`src/rtl/led_pkg.sv`:
```
// led_pkg: shared widths and FSM state encoding for the LED interrupt handler
package led_pkg;
  localparam int DIV_W  = 12;
  localparam int CNT_W  = 32;
  localparam int MISS_W = 16;
  typedef enum logic [2:0] {IDLE, SERVICE, CLEAR, WAIT_DEASSERT, ERROR} state_e;
endpackage

```
`src/rtl/sat_acc.sv`:
```
// sat_acc: accumulator of width W that adds an IW-bit value per enabled cycle and sticks at all-ones
// Ports: clk/rst clock and sync reset; en_i add strobe; val_i addend; acc_o accumulated value.
module sat_acc #(
  parameter int W  = 16,
  parameter int IW = 32
) (
  input  logic          clk,
  input  logic          rst,
  input  logic          en_i,
  input  logic [IW-1:0] val_i,
  output logic [W-1:0]  acc_o
);
  logic [W-1:0] acc_q, acc_d;
  logic [IW:0]  sum;
  // one spare bit above IW keeps the carry; any bit above W means overflow
  assign sum   = {{(IW + 1 - W){1'b0}}, acc_q} + {1'b0, val_i};
  assign acc_d = en_i ? (|sum[IW:W] ? '1 : sum[W-1:0]) : acc_q;
  assign acc_o = acc_q;
  always_ff @(posedge clk) begin
    if (rst) acc_q <= '0;
    else     acc_q <= acc_d;
  end
endmodule

```
`src/rtl/led_int_handler.sv`:
```
// led_int_handler: services LED-counter interrupts and forwards divider writes
// Ports: clk100/rst clock and sync reset; enable_i gates new service entry;
//   div_i/div_valid_i/div_ready_o divider write handshake; div_o/wren_o divider and strobe;
//   led_int_i/int_cnt_i interrupt level and count; int_clr_o clear pulse;
//   svc_cnt_o/miss_cnt_o/last_cnt_o statistics; timeout_o sticky clear-timeout flag.
module led_int_handler
  import led_pkg::*;
#(
  parameter int SVC_DLY     = 4,
  parameter int CLR_TIMEOUT = 16
) (
  input  logic              clk100,
  input  logic              rst,
  input  logic              enable_i,
  input  logic [DIV_W-1:0]  div_i,
  input  logic              div_valid_i,
  output logic              div_ready_o,
  output logic [DIV_W-1:0]  div_o,
  output logic              wren_o,
  input  logic              led_int_i,
  input  logic [CNT_W-1:0]  int_cnt_i,
  output logic              int_clr_o,
  output logic [CNT_W-1:0]  svc_cnt_o,
  output logic [MISS_W-1:0] miss_cnt_o,
  output logic [CNT_W-1:0]  last_cnt_o,
  output logic              timeout_o
);
  localparam logic [15:0] SVC_END = 16'(SVC_DLY);
  // cnt counts cycles since the clear, so the flag shows exactly CLR_TIMEOUT cycles after it
  localparam logic [15:0] TO_END  = 16'(CLR_TIMEOUT - 1);
  state_e           state_q, state_d;
  logic [15:0]      cnt_q, cnt_d;
  logic [DIV_W-1:0] div_q, div_d;
  logic [CNT_W-1:0] svc_q, svc_d, last_q, last_d, gap;
  logic             wren_q, first_q, first_d, to_q, to_d, miss_en;
  assign gap = int_cnt_i - last_q;
  always_comb begin
    state_d     = state_q;
    cnt_d       = cnt_q;
    div_d       = div_q;
    svc_d       = svc_q;
    last_d      = last_q;
    first_d     = first_q;
    to_d        = to_q;
    miss_en     = 1'b0;
    div_ready_o = (state_q == IDLE) && div_valid_i;
    case (state_q)
      IDLE: begin
        if (div_valid_i) div_d = div_i;
        else if (enable_i && led_int_i) begin
          state_d = SERVICE;
          cnt_d   = 16'd1;
          last_d  = int_cnt_i;
          first_d = 1'b0;
          miss_en = !first_q && (gap > CNT_W'(1));
        end
      end
      SERVICE: begin
        if (cnt_q == SVC_END) state_d = CLEAR;
        else cnt_d = cnt_q + 16'd1;
      end
      CLEAR: begin
        svc_d   = svc_q + CNT_W'(1);
        cnt_d   = 16'd1;
        state_d = WAIT_DEASSERT;
      end
      WAIT_DEASSERT: begin
        if (!led_int_i) state_d = IDLE;
        else if (cnt_q == TO_END) begin
          state_d = ERROR;
          to_d    = 1'b1;
        end
        else cnt_d = cnt_q + 16'd1;
      end
      default: ;
    endcase
  end
  always_ff @(posedge clk100) begin
    if (rst) begin
      state_q <= IDLE;
      cnt_q   <= '0;
      div_q   <= '0;
      svc_q   <= '0;
      last_q  <= '0;
      first_q <= 1'b1;
      to_q    <= 1'b0;
      wren_q  <= 1'b0;
    end else begin
      state_q <= state_d;
      cnt_q   <= cnt_d;
      div_q   <= div_d;
      svc_q   <= svc_d;
      last_q  <= last_d;
      first_q <= first_d;
      to_q    <= to_d;
      wren_q  <= div_ready_o;
    end
  end
  sat_acc #(.W(MISS_W), .IW(CNT_W)) u_miss (
    .clk   (clk100),
    .rst   (rst),
    .en_i  (miss_en),
    .val_i (gap - CNT_W'(1)),
    .acc_o (miss_cnt_o)
  );
  assign div_o      = div_q;
  assign wren_o     = wren_q;
  assign int_clr_o  = state_q == CLEAR;
  assign svc_cnt_o  = svc_q;
  assign last_cnt_o = last_q;
  assign timeout_o  = to_q;
endmodule
```
`config.mk`:
```
export PLATFORM = sky130hd
export DESIGN_NAME = led_int_handler
export DESIGN_NICKNAME = d
export VERILOG_FILES = /design/src/rtl/led_pkg.sv /design/src/rtl/sat_acc.sv /design/src/rtl/led_int_handler.sv
export SDC_FILE = /design/constraint.sdc
export NUM_CORES = 1
export LEC_CHECK = 0
export CAP_MARGIN = 20
export CORE_MARGIN = 2
export CORE_UTILIZATION = 49
export CTS_CLUSTER_SIZE = 14
export DETAILED_ROUTE_END_ITERATION = 6
export PLACE_DENSITY = 0.74
export SLEW_MARGIN = 20
export SYNTH_ARGS = -nofsm -noshare
export SYNTH_HDL_FRONTEND = slang
export SYNTH_SLANG_ARGS = --single-unit
```
`constraint.sdc`:
```
create_clock -name clk100 -period 9.4 [get_ports clk100]
set_input_delay 2.35 -clock clk100 [delete_from_list [all_inputs] [get_ports clk100]]
set_output_delay 2.35 -clock clk100 [all_outputs]
set_load 0.005 [all_outputs]
```
==> Word level (Yosys, flattened, before mapping) <==
Cells that the tools add are included.
{ "totals": {"input_bits": 49, "regBits": 114, "output_inout_bits": 96} }
{ "op_classes": {"magnitude_cmp": 1, "eq_ne": 12, "n_reduce_logical": 12, "n_mux": 16, "n_addsub": 5, "n_bitwise": 1} }
{ "ops": {"columns": ["op", "count"], "rows": [
  ["2-to-1 mux 16 bit", 6],
  ["one-hot mux 16 bit (4 select lines)", 1],
  ["adder 16 x 32 -> 33 bit", 1],
  ["adder 32 x 1 -> 32 bit, second input constant", 1],
  ["greater-than comparator 32 x 1 -> 1 bit, second input constant", 1],
  ["subtractor 32 x 1 -> 32 bit, second input constant", 1],
  ["subtractor 32 bit", 1],
  ["OR reduction 17 bit", 1],
  ["adder 16 x 1 -> 16 bit, second input constant", 1],
  ["== test 16 x 3 -> 1 bit, second input constant", 1],
  ["== test 16 x 4 -> 1 bit, second input constant", 1],
  ["2-to-1 mux 3 bit", 5],
  ["one-hot mux 3 bit (4 select lines)", 1],
  ["!= test 2 bit, second input constant", 5],
  ["== test 3 x 2 -> 1 bit, second input constant", 2],
  ["AND reduction 3 bit", 2],
  ["AND reduction 6 bit", 1],
  ["AND reduction 5 bit", 1],
  ["nonzero test 4 bit", 1],
  ["== test 3 x 1 -> 1 bit, second input constant", 1],
  ["logical AND 1 bit", 3],
  ["logical NOT 3 bit", 1],
  ["2-to-1 mux 1 bit", 3],
  ["!= test 3 bit, second input constant", 1],
  ["other kinds (4)", 4]
]} }

==> Logic depth before layout (Yosys ltp) <==
Gate-level depths: netlist of the first run.
{ "logic_depth": {"word_depth": 6, "depth_mapped": 26} }

==> Cells and area by module <==
A second synthesis of the first run with hierarchy kept.
{ "hier_totals": {"cells_unflattened": 1232, "area_unflattened_um2": 9173.8} }
{ "by_module_without_submodules": {"columns": ["module", "seq_area_each_um2", "cells_each", "n_inst", "area_per_inst_um2"], "rows": [
  ["led_int_handler", 1961.9, 923, 1, 6876.6],
  ["sat_acc", 320.3, 309, 1, 2297.2]
]} }

==> Worst setup path before layout of the first run <==
Ideal clock, no wire load.
{ "synth_timing": {"path_type": "input port to flip-flop", "startpoint": "in int_cnt_i[0]", "endpoint": "reg u_miss.acc_q[13], in the netlist u_miss.acc_o[13]", "setup_time_ps": 140, "path_stages": 25, "path_slack_ps": 1684, "t_arrival_ps": 7576, "cell_sequence": "inv_1 > ha_1 > fa_1 > nor2b_1 > o21a_1 > nor2_2 > a311oi_2 > o2111ai_1 > nand2b_1 > nand2b_1 > xor2_1 > ha_1 > nand4_1 > o31ai_1 > a21oi_1 > o21ai_0 > a21o_1 > a21oi_1 > nor4_4 > or3b_1 > or4bb_1 > a21oi_1 > o2111a_2 > buf_12 > a211oi_2"} }
{ "synth_between": {"elab_chain_cells": 6, "elab_cells_between_ends": 10, "classes_between": "3 x add/sub; 1 x order compare; 4 x mux; 2 x reduce/logical"} }
{ "synth_lines": {"columns": ["item", "line_no", "source"], "rows": [
  ["start: declaration", "led_int_handler.sv:21", "input logic [CNT_W-1:0] int_cnt_i,"],
  ["subtractor 32 bit *", "led_int_handler.sv:36", "assign gap = int_cnt_i - last_q;"],
  ["parallel branches: the longest is 5 deep, another holds adder 16 x 32 -> 33 bit", null, null],
  ["end signal: assignment", "sat_acc.sv:20", "if (rst) acc_q <= '0;"],
  ["end signal: assignment", "sat_acc.sv:21", "else acc_q <= acc_d;"],
  ["end: declaration", "sat_acc.sv:13", "logic [W-1:0] acc_q, acc_d;"]
]} }
Mark *: on every way between the ends.
A chain may end at the register's enable or synchronous reset.

==> Worst setup path after layout of the first run <==
{ "layout_timing": {"startpoint": "in int_cnt_i[0]", "endpoint": "reg u_miss.acc_q[0], in the netlist u_miss.acc_o[0]"} }
Same word-level chain as after synthesis.

==> results of run 1 <==
==> metal layers <==
layer  track usage  up-vias  wire length, µm
met5             0        -                0
met3        0.0694       30             1710
met4        0.0750        0              429
li1              -     4399                -
met1         0.312     3973            10600
met2         0.387      245            10600
==> tightest hold or removal path, cell delays in order (launching register included) <==
cell and delay [ns]:
dfxtp_1 0.30, nand2_1 0.05, a21oi_1 0.05
==> cell families after synthesis <==
logic type	count (synthesis)	synth area share
buffers and inverters	109	0.0500
AND/OR/NAND/NOR	482	0.266
AO/OA/AOI/OAI	291	0.234
multiplexers	10	0.0116
flip-flops	114	0.255
XOR/XNOR	108	0.106
adder cells (fa/ha/maj)	54	0.0771
==> cells in the mapped netlist, types with 5 or more instances <==
master / n / share of area
or2_2: 7 / 0.0049
nand2_1: 162 / 0.068
o21ai_0: 32 / 0.018
a21o_1: 21 / 0.018
inv_1: 56 / 0.023
and3_1: 11 / 0.0077
o211ai_1: 6 / 0.0050
a21oi_1: 96 / 0.054
ha_1: 52 / 0.073
clkbuf_1: 38 / 0.016
o31ai_1: 8 / 0.0067
xnor2_1: 45 / 0.044
nor2_1: 118 / 0.049
and2_1: 11 / 0.0077
nand3_1: 40 / 0.022
mux2i_1: 7 / 0.0078
nor3_1: 24 / 0.013
a31oi_1: 9 / 0.0063
o21a_1: 16 / 0.013
dfxtp_1: 114 / 0.25
nand4_1: 19 / 0.013
nand2b_1: 11 / 0.0077
and4_1: 16 / 0.016
nor4_1: 9 / 0.0063
xor2_1: 62 / 0.061
a211oi_1: 13 / 0.011
a211oi_2: 10 / 0.014
nor2b_1: 7 / 0.0049
or3_1: 14 / 0.0098
o2111ai_1: 6 / 0.0059
a21boi_0: 5 / 0.0042
buf_2: 12 / 0.0067
==> worst max path at each step <==
stage	start	endpoint	slack [ns]	cells past startpoint
floorplan	int_cnt_i[0]	u_miss.acc_o[13]	1.68	25
global placement	int_cnt_i[0]	u_miss.acc_o[1]	0.66	25
detailed placement	int_cnt_i[0]	u_miss.acc_o[8]	0.36	25
CTS	int_cnt_i[0]	u_miss.acc_o[13]	0.79	25
global route	int_cnt_i[0]	u_miss.acc_o[13]	0.24	25
finish	int_cnt_i[0]	u_miss.acc_o[0]	0.73	25
==> through the flow <==
step	instances	hold WS [ns]	instance area, µm²	power [W]
4_1_cts	1523	0.455	11000	0.00151
3_5_place_dp	1492	0.447	10500	0.000886
2_1_floorplan	1168	0.427	8960	0.000784
5_1_grt	1523	0.471	11000	0.00158
6_report	1523	0.453	11000	0.00150
3_3_place_gp	1492	0.442	10500	0.000882
==> flip-flops by register name, summed over array words and instances (netlist names) <==
| name | flops |
|---|---|
| cnt_q | 16 |
| div_o | 12 |
| first_q | 1 |
| last_cnt_o | 32 |
| state_q | 3 |
| svc_cnt_o | 32 |
| timeout_o | 1 |
| u_miss.acc_o | 16 |
| wren_o | 1 |
==> layout make-up <==
type	count	area, µm²	area share
Clock buffer	17	425	0.0385
Clock inverter	14	133	0.0120
Inverter	56	210	0.0190
Multi-Input combinational cell	945	6240	0.565
Sequential cell	114	2280	0.207
Tap cell	229	287	0.0259
Timing Repair Buffer	148	1470	0.133
==> power groups by stage <==
stage / logic [W] / clock network (W) / registers (W)
after floorplan: 0.000274 / 0 / 0.000510
after global placement: 0.000371 / 0 / 0.000511
after detailed placement: 0.000375 / 0 / 0.000511
after CTS: 0.000377 / 0.000634 / 0.000501
after global routing: 0.000420 / 0.000656 / 0.000502
final: 0.000380 / 0.000623 / 0.000501
==> flow_summary.ini, run 1 <==
[worst_hold_path]
hold_path.class = reg2reg
hold_end = div_o[2]
min_from = div_o[2]
hold-path-cell-count = 2

[final_layout]
areaGrowthSynthToFinish_pct = 23.3
diodes = 0
final_core_util = 0.615
layout-drive-gt1-share = 0.0649
mostFrequentLayoutCells = nand2_1 (162), clkdlybuf4s50_1 (143), nor2_1 (118)
fillCellCount = 1626
final_common_cell = nand2_1
fin_nets = 1385

[job]
drv_cap = 0

[synth]
netlist_area_um2 = 8960
yosys_warnings = 0
async_flop_share = 0
synth_ff_type = dfxtp_1
ys_ff_latch = 114
synth_cells = 1168
synth_seq_area_share = 0.255
synth.distinct_cells = 88
synth_nets = 1271
synth-edff-count = 0
syn_area_per_cell_um2 = 7.67

[setup_path]
cpMostUsedCell = a21oi_1
reg2reg_from = last_cnt_o[0]
critPathKind = in2reg
critPathMaxStageDelay_ns = 0.50
crit_path_end_kind = register
reg2reg_slack_ns = 2.87
crit_slowest_cell = or4bb_1
critPathBufInv = 2
path_delay_family = compound AO/OA/AOI/OAI gates
required_ns = 9.69
cp.arrival_ns = 8.96
timing.critical_path.from_type = input pin
crit_fanout = 16
regToRegEndpoint = u_miss.acc_o[0]
ff2ff_path_depth = 23

[power]
p_sw_frac = 0.326
pwr-share-clk = 0.414
peakVddDrop_uv = 135
internal-power_w = 0.00101
pwr-share-comb = 0.253
power_switching_w = 0.000491
pwr-share-seq = 0.333
leakagePower_nw = 3.92
pwr_density_cell_nw_per_um2 = 136

[clock_tree]
cts_htree_levels = 4
hold_buffers = 0
cts_tree = yes
clk_pin_slew_ns = 0.06
post-cts-setup-buffers = 0
numCtsBuffers = 17
post_cts_resized = 0
clock_path_buffers = 2
clkSinkCount = 114
insertion_delay_ns = 0.43
cts_root_buf = clkbuf_16

[placed_design]
dp_slack_ns = 0.355
hpwl_mm = 18.0
gp_congestion = 0.916
port_buffers = 144

[drt]
drt-total-wl_mm = 23.4
drc = 0
wl_per_cell_um = 15.3
drtIter0Drc = 483
vias = 8647
drtAntennaViolNets = 0
first_pass_iters = 5
viasPerCell = 5.68

[timing]
rsz0062_at_grt = no
setup_viol = 0
setup_slack_ns = 0.731
setup-tns-final_ns = 0
maxSlewHeadroom = 0.418
worst_pin_slew_ns = 0.865
fin_crit_sh = 0.922
min_period_ns = 8.67
fmax_ghz = 0.115
finClkSkew_ns = 0.0116
finalMaxSlewViolations = 0
finalHoldViolCount = 0

[global_routing]
grt_max_degree = 77
grt-ovfl-total = 0
track_usage = 0.240
grt_pass1_vias = 8195
grt_pass1_wl_mm = 39.4
antenna_found_initial = 0

[die]
die_h_um = 139
ios = 145
start_util = 0.499
die-area_um2 = 19400
num_rows = 49
core_um2 = 18000
die_x_um = 139

[status]
outcome = complete, no violations
Note: power is estimated with default switching activity, not from simulation.
==> run 2: changes to the inputs <==
--- a/config.mk
+++ b/config.mk
@@ -11,6 +11,7 @@
 export CTS_CLUSTER_SIZE = 14
 export DETAILED_ROUTE_END_ITERATION = 6
 export PLACE_DENSITY = 0.74
+export SKIP_LAST_GASP = 1
 export SLEW_MARGIN = 20
 export SYNTH_ARGS = -nofsm -noshare
 export SYNTH_HDL_FRONTEND = slang
==> results of run 2 <==
Final layout, timing and power as in run 1 (identical DEF).
